File: config.mk
export PLATFORM = sky130hd
export DESIGN_NAME = tlb_ctrl_flat
export DESIGN_NICKNAME = d
export VERILOG_FILES = /design/src/rtl/tlb_pkg.sv /design/src/rtl/tlb_ctrl_if.sv /design/src/rtl/tlb_fill_ctr.sv /design/src/rtl/tlb_ctrl.sv /design/src/flat_wrapper.sv
export SDC_FILE = /design/constraint.sdc
export NUM_CORES = 1
export LEC_CHECK = 0
export CAP_MARGIN = 20
export CORE_AREA = 2 2 193 195
export DETAILED_ROUTE_END_ITERATION = 6
export DIE_AREA = 0 0 195 197
export PLACE_DENSITY = 0.62
export SLEW_MARGIN = 20
export SYNTH_ARGS = -nofsm -noshare
export SYNTH_HDL_FRONTEND = slang
export SYNTH_SLANG_ARGS = --single-unit
File: constraint.sdc
create_clock -name clk -period 4.79 [get_ports clk]
set_clock_uncertainty 0.05 [all_clocks]
set_input_delay 0.7185 -clock clk [delete_from_list [all_inputs] [get_ports clk]]
set_output_delay 0.7185 -clock clk [all_outputs]
set_load 0.01 [all_outputs]
File: src/rtl/tlb_pkg.sv
// tlb_pkg: shared definitions for the TLB maintenance controller.
//   - request op encodings
//   - packed TLB entry width and field bit positions
//   - controller FSM state enum
//   - invtlb op legality helper
package tlb_pkg;

  localparam int ENTRY_W = 89;

  localparam logic [2:0] TLB_OP_SRCH = 3'd0;
  localparam logic [2:0] TLB_OP_RD   = 3'd1;
  localparam logic [2:0] TLB_OP_WR   = 3'd2;
  localparam logic [2:0] TLB_OP_FILL = 3'd3;
  localparam logic [2:0] TLB_OP_INV  = 3'd4;

  // Entry field layout (bit positions inside the packed entry)
  localparam int E_BIT    = 0;
  localparam int ASID_LSB = 1;
  localparam int ASID_MSB = 10;
  localparam int G_BIT    = 11;
  localparam int PS_LSB   = 12;
  localparam int PS_MSB   = 17;
  localparam int VPPN_LSB = 18;
  localparam int VPPN_MSB = 36;
  localparam int LO0_LSB  = 37;  // V0/D0/MAT0/PLV0/PPN0
  localparam int LO0_MSB  = 62;
  localparam int LO1_LSB  = 63;  // V1/D1/MAT1/PLV1/PPN1
  localparam int LO1_MSB  = 88;

  localparam logic [4:0] INV_OP_MAX = 5'd6;

  typedef enum logic [2:0] {
    S_IDLE,
    S_SRCH_WAIT,
    S_RD_WAIT,
    S_CAPT,
    S_RESP
  } tlb_state_e;

  function automatic logic inv_op_legal(input logic [4:0] op);
    return op <= INV_OP_MAX;
  endfunction

endpackage

File: src/rtl/tlb_ctrl_if.sv
// tlb_ctrl_if: request/response channel between the EXE/MEM stage and the
// TLB controller.
//   master : requester side (drives req_*, receives req_ready and resp_*)
//   slave  : controller side
//   req_valid/req_ready  : request handshake, accepted when both high
//   req_op/index/entry   : operation, RD/WR index, entry (WR/FILL data, SRCH key)
//   req_inv_op/asid/vpn  : invtlb operands
//   resp_valid           : one-cycle completion pulse, no backpressure
//   resp_hit/err/index/entry : response payload, zero while resp_valid=0
interface tlb_ctrl_if
  import tlb_pkg::*;
#(
  parameter int TLBNum = 32,
  parameter int EntryW = ENTRY_W
);
  localparam int IDXW = $clog2(TLBNum);

  logic              req_valid;
  logic              req_ready;
  logic [2:0]        req_op;
  logic [IDXW-1:0]   req_index;
  logic [EntryW-1:0] req_entry;
  logic [4:0]        req_inv_op;
  logic [9:0]        req_inv_asid;
  logic [18:0]       req_inv_vpn;

  logic              resp_valid;
  logic              resp_hit;
  logic              resp_err;
  logic [IDXW-1:0]   resp_index;
  logic [EntryW-1:0] resp_entry;

  modport master (
    output req_valid, req_op, req_index, req_entry,
           req_inv_op, req_inv_asid, req_inv_vpn,
    input  req_ready, resp_valid, resp_hit, resp_err, resp_index, resp_entry
  );

  modport slave (
    input  req_valid, req_op, req_index, req_entry,
           req_inv_op, req_inv_asid, req_inv_vpn,
    output req_ready, resp_valid, resp_hit, resp_err, resp_index, resp_entry
  );

endinterface

File: src/rtl/tlb_fill_ctr.sv
// tlb_fill_ctr: round-robin fill index, counts 0..TLBNum-1 and wraps.
//   clk, rst (async, active-low)
//   inc : advance by one at the end of the current cycle
//   cnt : current fill index
module tlb_fill_ctr #(
  parameter int TLBNum = 32,
  localparam int IDXW = $clog2(TLBNum)
) (
  input  logic            clk,
  input  logic            rst,
  input  logic            inc,
  output logic [IDXW-1:0] cnt
);

  always_ff @(posedge clk or negedge rst) begin
    if (!rst) begin
      cnt <= '0;
    end else if (inc) begin
      cnt <= (cnt == IDXW'(TLBNum - 1)) ? '0 : cnt + IDXW'(1);
    end
  end

endmodule

File: src/rtl/tlb_ctrl.sv
// tlb_ctrl: initiator side of the TLB entry storage. Takes one maintenance
// request at a time (SRCH/RD/WR/FILL/INV), drives the storage ports, waits
// for registered storage results and returns one response pulse.
//   clk, rst (async, active-low)
//   req_if     : request/response channel (slave modport)
//   srch_*     : storage search port (found/index registered in storage)
//   rd_*       : storage read port (entry registered in storage)
//   we/w_*     : storage write port
//   inv_*      : storage invalidate port
// All outputs are registered.
module tlb_ctrl
  import tlb_pkg::*;
#(
  parameter int TLBNum = 32,
  parameter int EntryW = ENTRY_W,
  localparam int IDXW = $clog2(TLBNum)
) (
  input  logic              clk,
  input  logic              rst,
  tlb_ctrl_if.slave         req_if,
  output logic [18:0]       srch_vppn,
  output logic [9:0]        srch_asid,
  input  logic              srch_found,
  input  logic [IDXW-1:0]   srch_index,
  output logic [IDXW-1:0]   rd_index,
  input  logic [EntryW-1:0] rd_entry,
  output logic              we,
  output logic [IDXW-1:0]   w_index,
  output logic [EntryW-1:0] w_entry,
  output logic              inv_en,
  output logic [4:0]        inv_op,
  output logic [9:0]        inv_asid,
  output logic [18:0]       inv_vpn
);

  tlb_state_e      state;
  logic [2:0]      op_q;
  logic [IDXW-1:0] fill_cnt;
  logic            fill_inc;

  // The fill write is visible during RESP; advancing at its end means the
  // next FILL (accepted no earlier than IDLE) sees the new index.
  assign fill_inc = (state == S_RESP) && (op_q == TLB_OP_FILL);

  tlb_fill_ctr #(.TLBNum(TLBNum)) u_fill_ctr (
    .clk (clk),
    .rst (rst),
    .inc (fill_inc),
    .cnt (fill_cnt)
  );

  always_ff @(posedge clk or negedge rst) begin
    if (!rst) begin
      state             <= S_IDLE;
      op_q              <= '0;
      req_if.req_ready  <= 1'b1;
      req_if.resp_valid <= 1'b0;
      req_if.resp_hit   <= 1'b0;
      req_if.resp_err   <= 1'b0;
      req_if.resp_index <= '0;
      req_if.resp_entry <= '0;
      srch_vppn         <= '0;
      srch_asid         <= '0;
      rd_index          <= '0;
      we                <= 1'b0;
      w_index           <= '0;
      w_entry           <= '0;
      inv_en            <= 1'b0;
      inv_op            <= '0;
      inv_asid          <= '0;
      inv_vpn           <= '0;
    end else begin
      case (state)
        // Accept stage: latch the request straight into the storage ports
        S_IDLE: begin
          if (req_if.req_valid) begin
            op_q             <= req_if.req_op;
            req_if.req_ready <= 1'b0;
            case (req_if.req_op)
              TLB_OP_SRCH: begin
                srch_vppn <= req_if.req_entry[VPPN_MSB:VPPN_LSB];
                srch_asid <= req_if.req_entry[ASID_MSB:ASID_LSB];
                state     <= S_SRCH_WAIT;
              end
              TLB_OP_RD: begin
                rd_index <= req_if.req_index;
                state    <= S_RD_WAIT;
              end
              TLB_OP_WR: begin
                we                <= 1'b1;
                w_index           <= req_if.req_index;
                w_entry           <= req_if.req_entry;
                req_if.resp_valid <= 1'b1;
                req_if.resp_index <= req_if.req_index;
                state             <= S_RESP;
              end
              TLB_OP_FILL: begin
                we                <= 1'b1;
                w_index           <= fill_cnt;
                w_entry           <= req_if.req_entry;
                req_if.resp_valid <= 1'b1;
                req_if.resp_index <= fill_cnt;
                state             <= S_RESP;
              end
              TLB_OP_INV: begin
                if (inv_op_legal(req_if.req_inv_op)) begin
                  inv_en   <= 1'b1;
                  inv_op   <= req_if.req_inv_op;
                  inv_asid <= req_if.req_inv_asid;
                  inv_vpn  <= req_if.req_inv_vpn;
                end else begin
                  req_if.resp_err <= 1'b1;
                end
                req_if.resp_valid <= 1'b1;
                state             <= S_RESP;
              end
              default: begin
                req_if.resp_valid <= 1'b1;
                req_if.resp_err   <= 1'b1;
                state             <= S_RESP;
              end
            endcase
          end
        end
        // Storage registers its result during this cycle
        S_SRCH_WAIT, S_RD_WAIT: begin
          state <= S_CAPT;
        end
        // Capture stage: storage result is valid now
        S_CAPT: begin
          req_if.resp_valid <= 1'b1;
          if (op_q == TLB_OP_SRCH) begin
            req_if.resp_hit   <= srch_found;
            req_if.resp_index <= srch_found ? srch_index : '0;
          end else begin
            req_if.resp_index <= rd_index;
            // An invalid entry is returned as all zeros
            req_if.resp_entry <= rd_entry[E_BIT] ? rd_entry : '0;
          end
          srch_vppn <= '0;
          srch_asid <= '0;
          rd_index  <= '0;
          state     <= S_RESP;
        end
        // Response stage: single-cycle pulse, then back to idle
        S_RESP: begin
          req_if.resp_valid <= 1'b0;
          req_if.resp_hit   <= 1'b0;
          req_if.resp_err   <= 1'b0;
          req_if.resp_index <= '0;
          req_if.resp_entry <= '0;
          we                <= 1'b0;
          w_index           <= '0;
          w_entry           <= '0;
          inv_en            <= 1'b0;
          inv_op            <= '0;
          inv_asid          <= '0;
          inv_vpn           <= '0;
          req_if.req_ready  <= 1'b1;
          state             <= S_IDLE;
        end
        default: begin
          req_if.req_ready <= 1'b1;
          state            <= S_IDLE;
        end
      endcase
    end
  end

endmodule

File: src/flat_wrapper.sv
// flat-port wrapper written by rule: the top's interface ports become plain ports
module tlb_ctrl_flat import tlb_pkg::*;
#(
  parameter int TLBNum = 32,
  parameter int EntryW = ENTRY_W,
  localparam int IDXW = $clog2(TLBNum)
)
  (clk, rst, srch_vppn, srch_asid, srch_found, srch_index, rd_index, rd_entry, we, w_index, w_entry, inv_en, inv_op, inv_asid, inv_vpn, req_if_req_valid, req_if_req_op, req_if_req_index, req_if_req_entry, req_if_req_inv_op, req_if_req_inv_asid, req_if_req_inv_vpn, req_if_req_ready, req_if_resp_valid, req_if_resp_hit, req_if_resp_err, req_if_resp_index, req_if_resp_entry);
  tlb_ctrl_if #(.TLBNum(TLBNum), .EntryW(EntryW)) req_if_i ();
  input  logic clk;
  input  logic rst;
  output logic [18:0] srch_vppn;
  output logic [9:0] srch_asid;
  input  logic srch_found;
  input  logic [IDXW-1:0] srch_index;
  output logic [IDXW-1:0] rd_index;
  input  logic [EntryW-1:0] rd_entry;
  output logic we;
  output logic [IDXW-1:0] w_index;
  output logic [EntryW-1:0] w_entry;
  output logic inv_en;
  output logic [4:0] inv_op;
  output logic [9:0] inv_asid;
  output logic [18:0] inv_vpn;
  input wire logic [$bits(req_if_i.req_valid)-1:0] req_if_req_valid;
  input wire logic [$bits(req_if_i.req_op)-1:0] req_if_req_op;
  input wire logic [$bits(req_if_i.req_index)-1:0] req_if_req_index;
  input wire logic [$bits(req_if_i.req_entry)-1:0] req_if_req_entry;
  input wire logic [$bits(req_if_i.req_inv_op)-1:0] req_if_req_inv_op;
  input wire logic [$bits(req_if_i.req_inv_asid)-1:0] req_if_req_inv_asid;
  input wire logic [$bits(req_if_i.req_inv_vpn)-1:0] req_if_req_inv_vpn;
  output wire logic [$bits(req_if_i.req_ready)-1:0] req_if_req_ready;
  output wire logic [$bits(req_if_i.resp_valid)-1:0] req_if_resp_valid;
  output wire logic [$bits(req_if_i.resp_hit)-1:0] req_if_resp_hit;
  output wire logic [$bits(req_if_i.resp_err)-1:0] req_if_resp_err;
  output wire logic [$bits(req_if_i.resp_index)-1:0] req_if_resp_index;
  output wire logic [$bits(req_if_i.resp_entry)-1:0] req_if_resp_entry;
  assign req_if_i.req_valid = req_if_req_valid;
  assign req_if_i.req_op = req_if_req_op;
  assign req_if_i.req_index = req_if_req_index;
  assign req_if_i.req_entry = req_if_req_entry;
  assign req_if_i.req_inv_op = req_if_req_inv_op;
  assign req_if_i.req_inv_asid = req_if_req_inv_asid;
  assign req_if_i.req_inv_vpn = req_if_req_inv_vpn;
  assign req_if_req_ready = req_if_i.req_ready;
  assign req_if_resp_valid = req_if_i.resp_valid;
  assign req_if_resp_hit = req_if_i.resp_hit;
  assign req_if_resp_err = req_if_i.resp_err;
  assign req_if_resp_index = req_if_i.resp_index;
  assign req_if_resp_entry = req_if_i.resp_entry;
  tlb_ctrl #(.TLBNum(TLBNum), .EntryW(EntryW)) u_core (.clk(clk), .rst(rst), .req_if(req_if_i), .srch_vppn(srch_vppn), .srch_asid(srch_asid), .srch_found(srch_found), .srch_index(srch_index), .rd_index(rd_index), .rd_entry(rd_entry), .we(we), .w_index(w_index), .w_entry(w_entry), .inv_en(inv_en), .inv_op(inv_op), .inv_asid(inv_asid), .inv_vpn(inv_vpn));
endmodule
==> qor.json, run 1 <==
{
  "clock_network": {
    "clk-insertion-delay-late_ns": 0.56,
    "post_cts.resized_instances": 0,
    "cts.clk_slew.worst_paths_ns": 0.06,
    "tritoncts": "built",
    "clk_path_buf_depth": 3,
    "ctsHtreeMaxLevel": 1,
    "post_cts.repair.setup_buffers": 0,
    "hold_buffers": 0,
    "cts_num_sinks": 273,
    "cts_buf_count": 31,
    "root_buffer": "sky130_fd_sc_hd__clkbuf_16"
  },
  "floorplanning": {
    "die_extent_in_y_um": 197,
    "core_area_mm2": 0.0363,
    "floorplan.die_area_mm2": 0.0384,
    "number_of_rows_created_at_floorplan": 70,
    "pin_count": 491,
    "die-width_um": 195,
    "start_util_pct": 28.9
  },
  "placement": {
    "dp_hpwl_mm": 24.0,
    "routabilityCongestion": 0.813,
    "io_buffer_count": 490,
    "preCtsSetupSlack_ns": 1.53,
    "placedCellCount": 1673
  },
  "run_status": {
    "run_status": "complete, no violations"
  },
  "pwr": {
    "seq_power_share_pct": 36.7,
    "power.switching_mw": 3.08,
    "power_density_relative_to_cell_area_mw_per_mm2": 585,
    "power.internal_mw": 6.79,
    "ir_worst_vdd_uv": 331,
    "static-leakage-power_nw": 7.43,
    "switching_fraction_pct": 31.2,
    "p_clk_share_pct": 25.8,
    "power.share.combinational_pct": 37.6
  },
  "detailed_routing": {
    "vias": 8402,
    "drt-wirelength-per-cell_um": 19.9,
    "drc": 0,
    "antenna_violating_nets_post_route": 0,
    "detailedRoute.firstPassIterationCount": 6,
    "post_drt_via_cell_ratio": 4.85,
    "routed_wirelength_mm": 34.4,
    "drtIter0Drc": 432
  },
  "sta": {
    "tightestPinTransition_ns": 1.09,
    "fin_crit_ns": 2.69,
    "setup_tns_ns": 0,
    "setup_viol": 0,
    "final-hold-violation-count": 0,
    "finalCritPeriodShare_pct": 56.2,
    "maxSlewHeadroom_pct": 27.6,
    "max_clock_freq_ghz": 0.371,
    "final_worst_path_setup_slack_ns": 2.10,
    "rsz_0062_raised_after_global_routing": "false",
    "report.final.slew_viol_count": 0,
    "whs_ns": 0.0153
  },
  "synthesis": {
    "seq_area_frac_synth_pct": 65.2,
    "post-synth-top-area-cell": "sky130_fd_sc_hd__dfrtp_1",
    "ys_seq_elements": 273,
    "synthesis.nets": 1010,
    "synth.yosys.warnings": 0,
    "syn-instance-count": 779,
    "synthFlopType": "sky130_fd_sc_hd__dfrtp_1",
    "synth.area.top_cells": "sky130_fd_sc_hd__dfrtp_1, sky130_fd_sc_hd__a22o_1, sky130_fd_sc_hd__mux2i_1",
    "syn_area_per_cell_um2": 13.4,
    "synth_edf_count": 0,
    "synth_async_sr_flop_share_pct": 100,
    "synth_area_mm2": 0.0105,
    "netlist.area_leader.share_pct": 65.0,
    "yosysUniqueCellTypes": 46
  },
  "cells_and_area": {
    "antennaDiodeCount": 0,
    "stdcell_count": 1731,
    "final_net_count": 1470,
    "fill_cells": 3321,
    "ratio_of_cells_with_drive_above_1_in_the_final_layout_pct": 6.25,
    "area_delta_synth_final_pct": 61.1,
    "final_util_pct": 46.5
  },
  "critical_path": {
    "timing.critical_path.required_ns": 5.18,
    "worstSetupStartpointType": "input pin",
    "critical_path_arrival_ns": 3.09,
    "maximum_fanout_count_along_the_critical_path": 32,
    "worst-setup-path-type": "input pin to flop",
    "worstSetupEndpointType": "flop"
  },
  "grt": {
    "via_count_of_the_first_global_routing_pass": 8651,
    "global_route_wire_length_before_repair_mm": 52.3,
    "overflow": 0,
    "grt_start_max_net_pins": 151,
    "grt_antenna_before_repair": 0,
    "grt_usage_pct": 17.1
  },
  "flow_run": {
    "maxCapViolations": 0
  },
  "worst_hold_path": {
    "min_delay_worst_type": "input pin to async pin"
  }
}
-- state kept, by name, summed over array words and instances (netlist names), 3 cells and up --
register and count:
u_core.req_if.resp_entry 89, u_core.w_entry 89, u_core.inv_vpn 19, u_core.srch_vppn 19, u_core.inv_asid 10, u_core.srch_asid 10, u_core.inv_op 5, u_core.rd_index 5
u_core.req_if.resp_index 5, u_core.u_fill_ctr.cnt 5, u_core.w_index 5, u_core.op_q 3, u_core.state 3
-- power by group through the flow --
stage                     logic [mW]  clock network [mW]  registers (mW)
final                           3.71                2.54            3.62
after global routing            3.96                2.70            3.73
after CTS                       3.76                2.61            3.61
after detailed placement        3.76                   0            3.62
after global placement          3.71                   0            3.62
after floorplan                 1.25                   0            3.90
-- synth_stat cells, drive strengths merged, types with 2 or more instances --
master and count:
nor3 3, a21boi 2, nor4b 2, ha 2, or4 2, mux2i 34, nand3b 5, nor2b 6
and3 2, o31ai 3, nor4 2, mux2 7, a21o 5, o21ai 4, a31oi 2, nor3b 2
a311oi 5, o31a 5, a21oi 7, buf 19, nand3 7, a22o 182, inv 36, or2 2
clkbuf 55, nor2 7, a221oi 6, dfrtp 272, a32o 32, o21a 3, nand2 46
-- layer usage --
layer  part of all wire (%)  track usage, %  vias to the layer above
li1                       -               -                     3833
met1                     42            22.2                     4233
met2                     49            28.4                      291
met3                    6.8            4.43                       45
met4                    2.1            4.86                        0
met5                      0               0                        -
-- path summary, 6_finish.rpt --
kind	slack [ns]	from	endpoint	depth (start not counted)
max	2.10	req_if_req_op[0]	u_core.inv_asid[8]$_DFFE_PN0P_	4
min	0.02	rst	u_core.w_entry[14]$_DFFE_PN0P_	1
max reg2reg	2.26	u_core.state[2]$_DFFE_PN0N_	u_core.req_if.resp_entry[52]$_DFFE_PN0P_	4
min reg2reg	0.44	u_core.we$_DFFE_PN0P_	u_core.we$_DFFE_PN0P_	1
max in group asynchronous	3.36	rst	u_core.req_if.resp_entry[62]$_DFFE_PN0P_	2
min in group clk	0.44	u_core.we$_DFFE_PN0P_	u_core.we$_DFFE_PN0P_	1
-- critical path, cell delays in order --
cell                              delay [ns]
sky130_fd_sc_hd__clkdlybuf4s50_1        0.63
sky130_fd_sc_hd__or4_4                  0.65
sky130_fd_sc_hd__or4_4                  0.73
sky130_fd_sc_hd__a32o_1                 0.34
-- layout make-up --
class                           count  area (um2)  area share [%]
Clock inverter                     12         213            1.26
Tap cell                          468         586            3.47
Clock buffer                       45         878            5.21
Inverter                           36         135           0.801
Sequential cell                   273        6830            40.5
Timing Repair Buffer              501        5020            29.8
Multi-Input combinational cell    396        3210            19.0
-- stage by stage --
| stage | total power, mW | instance area (um2) |
|---|---|---|
| 3_3_place_gp | 7.33 | 15800 |
| 5_1_grt | 10.4 | 16900 |
| 6_report | 9.87 | 16900 |
| 3_5_place_dp | 7.38 | 15800 |
| 2_1_floorplan | 5.14 | 10500 |
| 4_1_cts | 9.98 | 16800 |
-- layout by cell type (no fill, tap or decap), types with 7 or more instances in the layout --
cell	Yosys	final
sky130_fd_sc_hd__buf_4	0	9
sky130_fd_sc_hd__clkbuf_1	55	9
sky130_fd_sc_hd__inv_1	36	36
sky130_fd_sc_hd__mux2_2	7	7
sky130_fd_sc_hd__dfrtp_1	272	272
sky130_fd_sc_hd__nand2_1	46	46
sky130_fd_sc_hd__clkbuf_16	0	31
sky130_fd_sc_hd__a21oi_1	7	7
sky130_fd_sc_hd__nand3_1	7	7
sky130_fd_sc_hd__mux2i_1	34	34
sky130_fd_sc_hd__nor2_1	7	7
sky130_fd_sc_hd__a32o_1	32	32
sky130_fd_sc_hd__clkdlybuf4s50_1	0	489
sky130_fd_sc_hd__a22o_1	182	182
-- cell families (layout without fill, tap and decap cells) --
family / after synthesis / in the layout / synth area share [%]
buffers and inverters: 110 / 594 / 4.47
XOR/XNOR: 1 / 1 / 0.0836
AND/OR/NAND/NOR: 93 / 93 / 4.54
multiplexers: 41 / 41 / 4.00
adder cells (fa/ha/maj): 2 / 2 / 0.239
AO/OA/AOI/OAI: 259 / 259 / 21.4
flip-flops: 273 / 273 / 65.2
Power figures use the tool's default switching activity.
==> run 2, diff against run 1 <==
--- a/config.mk
+++ b/config.mk
@@ -6,10 +6,10 @@
 export NUM_CORES = 1
 export LEC_CHECK = 0
 export CAP_MARGIN = 20
-export CORE_AREA = 2 2 193 195
+export CORE_AREA = 2 2 189 191
 export DETAILED_ROUTE_END_ITERATION = 6
-export DIE_AREA = 0 0 195 197
-export PLACE_DENSITY = 0.62
+export DIE_AREA = 0 0 191 193
+export PLACE_DENSITY = 0.64
 export SLEW_MARGIN = 20
 export SYNTH_ARGS = -nofsm -noshare
 export SYNTH_HDL_FRONTEND = slang
==> constraint.sdc (replaced) <==
create_clock -name clk -period 2.8 [get_ports clk]
set_clock_uncertainty 0.05 [all_clocks]
set_input_delay 0.42 -clock clk [delete_from_list [all_inputs] [get_ports clk]]
set_output_delay 0.42 -clock clk [all_outputs]
set_load 0.01 [all_outputs]
==> run 2 against run 1 <==
  * Hold slack better by 0.37 ns
  * Wire length about the same
  * Final cell count up 0.64%
  * First-iteration DRC count up 2.5%
  * Global-route usage up 0.73 points
  * Clock power up 73%
  * Non-clock buffer count up 19
  * Count of clock-buffer cells in the layout down 6
  * Power up 73%
  * Critical endpoint is now u_core.u_fill_ctr.cnt[4]$_DFFE_PN0P_
==> qor.json, run 2 (synthesized netlist as in run 1, its figures left out) <==
{
  "sta": {
    "maxSlewHeadroom_pct": 52.1,
    "max_clock_freq_ghz": 0.437,
    "final-hold-violation-count": 0,
    "rsz_0062_raised_after_global_routing": "false",
    "finalCritPeriodShare_pct": 81.7,
    "fin_crit_ns": 2.29,
    "report.final.slew_viol_count": 0,
    "setup_viol": 0,
    "tightestPinTransition_ns": 0.719,
    "setup_tns_ns": 0
  },
  "flow_run": {
    "maxCapViolations": 0
  },
  "clock_network": {
    "clk_path_buf_depth": 3,
    "root_buffer": "sky130_fd_sc_hd__clkbuf_16",
    "tritoncts": "built",
    "ctsHtreeMaxLevel": 1,
    "cts.clk_slew.worst_paths_ns": 0.06,
    "hold_buffers": 1,
    "cts_buf_count": 30,
    "cts_num_sinks": 273,
    "clk-insertion-delay-late_ns": 0.55,
    "post_cts.resized_instances": 0,
    "post_cts.repair.setup_buffers": 0
  },
  "placement": {
    "placed_area_mm2": 0.0160,
    "routabilityCongestion": 0.820,
    "dp_hpwl_mm": 24.5,
    "io_buffer_count": 490
  },
  "grt": {
    "via_count_of_the_first_global_routing_pass": 8854,
    "overflow": 0,
    "grt_antenna_before_repair": 0,
    "grt_start_max_net_pins": 90,
    "grt_usage_pct": 17.9,
    "global_route_wire_length_before_repair_mm": 51.8
  },
  "critical_path": {
    "crit_path_start": "u_core.state[2]$_DFFE_PN0N_",
    "critical_path_arrival_ns": 2.67,
    "crit_path_cell_trace": "or3b_2, buf_4, or2_2, mux2_2",
    "timing.critical_path.required_ns": 3.18,
    "crit_path_top_delay_cell": "sky130_fd_sc_hd__dfrtp_1",
    "maximum_fanout_count_along_the_critical_path": 38,
    "worstSetupStartpointType": "flop",
    "biggest_cell_delay_along_the_critical_path_ns": 0.62,
    "worstSetupEndpointType": "flop",
    "rr_startpoint": "u_core.state[2]$_DFFE_PN0N_",
    "timing.reg2reg.setup_slack_ns": 0.51,
    "worst-setup-path-type": "flop to flop"
  },
  "detailed_routing": {
    "drc": 0,
    "post_drt_via_cell_ratio": 4.91,
    "drt-wirelength-per-cell_um": 19.8,
    "drtIter0Drc": 443,
    "detailedRoute.firstPassIterationCount": 4,
    "antenna_violating_nets_post_route": 0,
    "vias": 8556,
    "routed_wirelength_mm": 34.5
  },
  "cells_and_area": {
    "antennaDiodeCount": 0,
    "area_delta_synth_final_pct": 63.6,
    "layout_top_registers": "u_core.req_if.resp_entry: 89 flops, u_core.w_entry: 89 flops",
    "layout_common_cells": "sky130_fd_sc_hd__clkdlybuf4s50_1, sky130_fd_sc_hd__dfrtp_1, sky130_fd_sc_hd__a22o_1, sky130_fd_sc_hd__nand2_1, sky130_fd_sc_hd__inv_1",
    "ratio_of_cells_with_drive_above_1_in_the_final_layout_pct": 7.88,
    "final_net_count": 1488,
    "fin_area_mm2": 0.0171,
    "final_common_cell": "sky130_fd_sc_hd__clkdlybuf4s50_1"
  },
  "floorplanning": {
    "number_of_rows_created_at_floorplan": 69,
    "pin_count": 491,
    "die-width_um": 191,
    "die_extent_in_y_um": 193,
    "core_area_mm2": 0.0350,
    "floorplan.die_area_mm2": 0.0369,
    "start_util_pct": 30.0
  },
  "worst_hold_path": {
    "min_delay_worst_type": "input pin to flop",
    "startpoint_of_the_most_critical_hold_path": "req_if_req_entry[18]"
  },
  "pwr": {
    "static-leakage-power_nw": 7.56,
    "power_density_relative_to_cell_area_mw_per_mm2": 996,
    "ir_worst_vdd_uv": 470
  },
  "run_status": {
    "run_status": "complete, no violations"
  }
}
run 2: changes by cell type in the layout (fill, tap and decap cells not counted), sizes merged:
cell	delta
buf	+18
bufinv	+1
clkbuf	-6
clkinv	+1
clkinvlp	+3
dlygate4sd3	+1
run 2: metal layers:
metal / vias to the layer above / track usage [%] / share of wire [%]
met5: - / 0 / 0
met4: 0 / 6.98 / 3.5
met3: 67 / 4.60 / 7.8
met2: 342 / 29.3 / 48
met1: 4281 / 22.7 / 41
li1: 3866 / - / -
run 2: cell type report:
type	instances	area (um2)
clock buffer	39	846
fill	3102	17800
tap	461	577
timing repair buffer	520	5280
multi-input combinational	396	3210
inverter	36	135
sequential	273	6830
clock inverter	17	270
run 2: through the flow:
| stage | util (%) | std cells | worst slack, ns | power, mW | hold WS [ns] |
|---|---|---|---|---|---|
| 2_1_floorplan | - | 779 | 0.458 | 8.80 | 0.0744 |
| 3_3_place_gp | 45.8 | 1685 | 0.0732 | 12.6 | 0.409 |
| 3_5_place_dp | 45.8 | 1685 | 0.0570 | 12.7 | 0.422 |
| 4_1_cts | 49.0 | 1742 | 0.504 | 17.3 | 0.349 |
| 5_1_grt | 49.0 | 1742 | 0.405 | 18.0 | 0.388 |
| 6_report | 49.0 | 1742 | 0.512 | 17.1 | 0.382 |
run 2: final timing paths:
check,end,depth (start not counted)
setup / recovery,u_core.u_fill_ctr.cnt[4]$_DFFE_PN0P_,4
hold / removal,u_core.srch_vppn[0]$_DFFE_PN0P_,3
setup reg to reg,u_core.u_fill_ctr.cnt[4]$_DFFE_PN0P_,4
hold reg to reg,u_core.we$_DFFE_PN0P_,1
max in group asynchronous,u_core.req_if.resp_entry[72]$_DFFE_PN0P_,3
min in group asynchronous,u_core.w_entry[53]$_DFFE_PN0P_,2
run 2: worst max-delay path, delay by kind of cell (launching register included):
family,cells,cell delay [ns]
muxes,1,0.28
and+or+nand+nor,2,0.91
DFF,1,0.62
buffers and inverters,1,0.27
run 2: power by group:
group | leakage, nW | switching [mW] | internal (mW)
logic | 3.34 | 2.76 | 3.70
registers | 3.68 | 0.903 | 5.30
clock network | 0.538 | 1.63 | 2.77
total | 7.56 | 5.30 | 11.8
==> run 3, diff against run 2 <==
--- a/config.mk
+++ b/config.mk
@@ -6,9 +6,9 @@
 export NUM_CORES = 1
 export LEC_CHECK = 0
 export CAP_MARGIN = 20
-export CORE_AREA = 2 2 189 191
+export CORE_AREA = 2 2 193 195
 export DETAILED_ROUTE_END_ITERATION = 6
-export DIE_AREA = 0 0 191 193
+export DIE_AREA = 0 0 195 197
 export PLACE_DENSITY = 0.64
 export SLEW_MARGIN = 20
 export SYNTH_ARGS = -nofsm -noshare
==> constraint.sdc (replaced) <==
create_clock -name clk -period 2 [get_ports clk]
set_clock_uncertainty 0.05 [all_clocks]
set_input_delay 0.3 -clock clk [delete_from_list [all_inputs] [get_ports clk]]
set_output_delay 0.3 -clock clk [all_outputs]
set_load 0.01 [all_outputs]
==> run 3 against run 2 <==
  * Register-to-register slack lost 0.46 ns
  * Combinational power is 46% higher
  * Wire length is 2.5% higher
  * Clock power grew 26%
  * Count of clock-buffer cells in the layout up 7
  * Critical endpoint is now u_core.inv_op[0]$_DFFE_PN0P_
  * Largest power group unchanged
  * Highest routed layer unchanged
==> qor.json, run 3 (synthesized netlist as in run 1, its figures left out) <==
{
  "clock_network": {
    "cts.clk_slew.worst_paths_ns": 0.06,
    "cts_num_sinks": 273,
    "ctsHtreeMaxLevel": 1,
    "root_buffer": "sky130_fd_sc_hd__clkbuf_16",
    "tritoncts": "built",
    "cts_buf_count": 30,
    "clk-insertion-delay-late_ns": 0.55,
    "clk_path_buf_depth": 3
  },
  "sta": {
    "final_worst_path_setup_slack_ns": 0.0475,
    "finalCritPeriodShare_pct": 97.6,
    "fin_crit_ns": 1.95,
    "setup_viol": 0,
    "report.final.slew_viol_count": 0,
    "rsz_0062_raised_after_global_routing": "true",
    "max_clock_freq_ghz": 0.512,
    "whs_ns": 0.156,
    "tightestPinTransition_ns": 0.480,
    "maxSlewHeadroom_pct": 68.0,
    "final-hold-violation-count": 0
  },
  "detailed_routing": {
    "drtIter0Drc": 431,
    "vias": 8717,
    "drc": 0,
    "detailedRoute.firstPassIterationCount": 4,
    "post_drt_via_cell_ratio": 4.89,
    "routed_wirelength_mm": 35.3,
    "antenna_violating_nets_post_route": 0,
    "drt-wirelength-per-cell_um": 19.8
  },
  "pwr": {
    "power.share.combinational_pct": 40.0,
    "p_clk_share_pct": 23.4,
    "power.internal_mw": 16.2,
    "power_density_relative_to_cell_area_mw_per_mm2": 1360,
    "ir_worst_vdd_uv": 766,
    "seq_power_share_pct": 36.6,
    "static-leakage-power_nw": 7.72,
    "switching_fraction_pct": 31.6,
    "power.switching_mw": 7.46,
    "finalPower_mw": 23.6
  },
  "floorplanning": {
    "core_area_mm2": 0.0363,
    "die_extent_in_y_um": 197,
    "start_util_pct": 28.9,
    "die-width_um": 195,
    "pin_count": 491,
    "floorplan.die_area_mm2": 0.0384,
    "number_of_rows_created_at_floorplan": 70
  },
  "worst_hold_path": {
    "min_delay_worst_type": "input pin to async pin"
  },
  "cells_and_area": {
    "layout_top_registers": "u_core.req_if.resp_entry: 89 flops, u_core.w_entry: 89 flops",
    "final_common_cell": "sky130_fd_sc_hd__clkdlybuf4s50_1",
    "final_net_count": 1523,
    "fill_cells": 3270,
    "layout_common_cells": "sky130_fd_sc_hd__clkdlybuf4s50_1, sky130_fd_sc_hd__dfrtp_1, sky130_fd_sc_hd__a22o_1, sky130_fd_sc_hd__nand2_1, sky130_fd_sc_hd__buf_4",
    "area_delta_synth_final_pct": 66.2,
    "antennaDiodeCount": 0,
    "ratio_of_cells_with_drive_above_1_in_the_final_layout_pct": 9.98
  },
  "grt": {
    "via_count_of_the_first_global_routing_pass": 9170,
    "grt_start_max_net_pins": 90,
    "grt_antenna_before_repair": 0,
    "grt_usage_pct": 17.6,
    "overflow": 0,
    "global_route_wire_length_before_repair_mm": 53.5
  },
  "critical_path": {
    "timing.critical_path.required_ns": 2.44,
    "worstSetupEndpointType": "flop",
    "rr_startpoint": "u_core.state[2]$_DFFE_PN0N_",
    "crit_path_start": "u_core.state[2]$_DFFE_PN0N_",
    "maximum_fanout_count_along_the_critical_path": 8,
    "worstSetupStartpointType": "flop",
    "critical_path_arrival_ns": 2.39,
    "worst-setup-path-type": "flop to flop"
  },
  "flow_run": {
    "maxCapViolations": 0
  },
  "placement": {
    "dp_hpwl_mm": 25.2,
    "preCtsSetupSlack_ns": -0.430,
    "io_buffer_count": 490,
    "routabilityCongestion": 0.773
  },
  "run_status": {
    "run_status": "complete, no violations"
  }
}
run 3: timing repair:
action	4_1_cts	5_1_grt
pin swaps	2	1
hold endpoints to repair	174	0
resized for setup	3	8
gates cloned	2	1
endpoints found under the setup margin	43	64
hold buffers	1	0
buffers inserted	4	1
run 3: final cells by class:
type                    instances  area (um2)  share of cell area, %
clock buffers                  46         892                   5.13
clock inverters                 7        92.6                  0.532
inverters                      36         135                  0.776
multi-input cells             396        3230                   18.6
flip-flops and latches        273        6830                   39.3
well taps                     468         586                   3.36
repair buffers                555        5630                   32.4
run 3: path summary, 6_finish.rpt:
check,end,slack (ns),depth (start not counted)
max in group asynchronous,u_core.inv_vpn[10]$_DFFE_PN0P_,1.03,4
worst min register to register,u_core.req_if.resp_entry[0]$_DFFE_PN0P_,0.43,1
min in group clk,u_core.srch_vppn[15]$_DFFE_PN0P_,0.27,3
worst max register to register,u_core.inv_op[0]$_DFFE_PN0P_,0.05,6
worst min-delay path,u_core.w_entry[52]$_DFFE_PN0P_,0.16,2
worst max-delay path,u_core.inv_op[0]$_DFFE_PN0P_,0.05,6
run 3: metrics by stage:
step | instance area (um2) | cells | TNS, ns | utilization [%]
after floorplan | 10500 | 779 | -1.22 | -
after global placement | 16300 | 1720 | -23.27 | 45.0
after detailed placement | 16300 | 1720 | -25.25 | 45.0
after CTS | 17400 | 1780 | 0 | 47.9
after global routing | 17400 | 1781 | -0.336 | 48.0
final | 17400 | 1781 | 0 | 48.0
run 3: worst max-delay path: stages, from the launching register on:
cell	delay, ns
sky130_fd_sc_hd__dfrtp_1	0.40
sky130_fd_sc_hd__or4b_4	0.58
sky130_fd_sc_hd__buf_6	0.15
sky130_fd_sc_hd__nor4b_4	0.19
sky130_fd_sc_hd__buf_4	0.20
sky130_fd_sc_hd__buf_4	0.18
sky130_fd_sc_hd__a32o_1	0.14
run 3: power by group through the flow:
stage | clock network (mW) | logic [mW] | registers [mW]
after floorplan | 0 | 3.00 | 9.33
after global placement | 0 | 9.32 | 8.65
after detailed placement | 0 | 9.45 | 8.66
after CTS | 5.69 | 9.50 | 8.63
after global routing | 5.91 | 10.1 | 8.89
final | 5.54 | 9.45 | 8.63
run 3: layer usage:
| metal | share of wire, % | global-route usage [%] | vias to the layer above | wire length (um) |
|---|---|---|---|---|
| met4 | 3.3 | 6.45 | 0 | 1150 |
| met3 | 7.4 | 4.50 | 67 | 2630 |
| met2 | 49 | 29.2 | 324 | 17200 |
| met1 | 41 | 22.2 | 4393 | 14400 |
| met5 | 0 | 0 | - | 0 |
| li1 | - | - | 3933 | - |
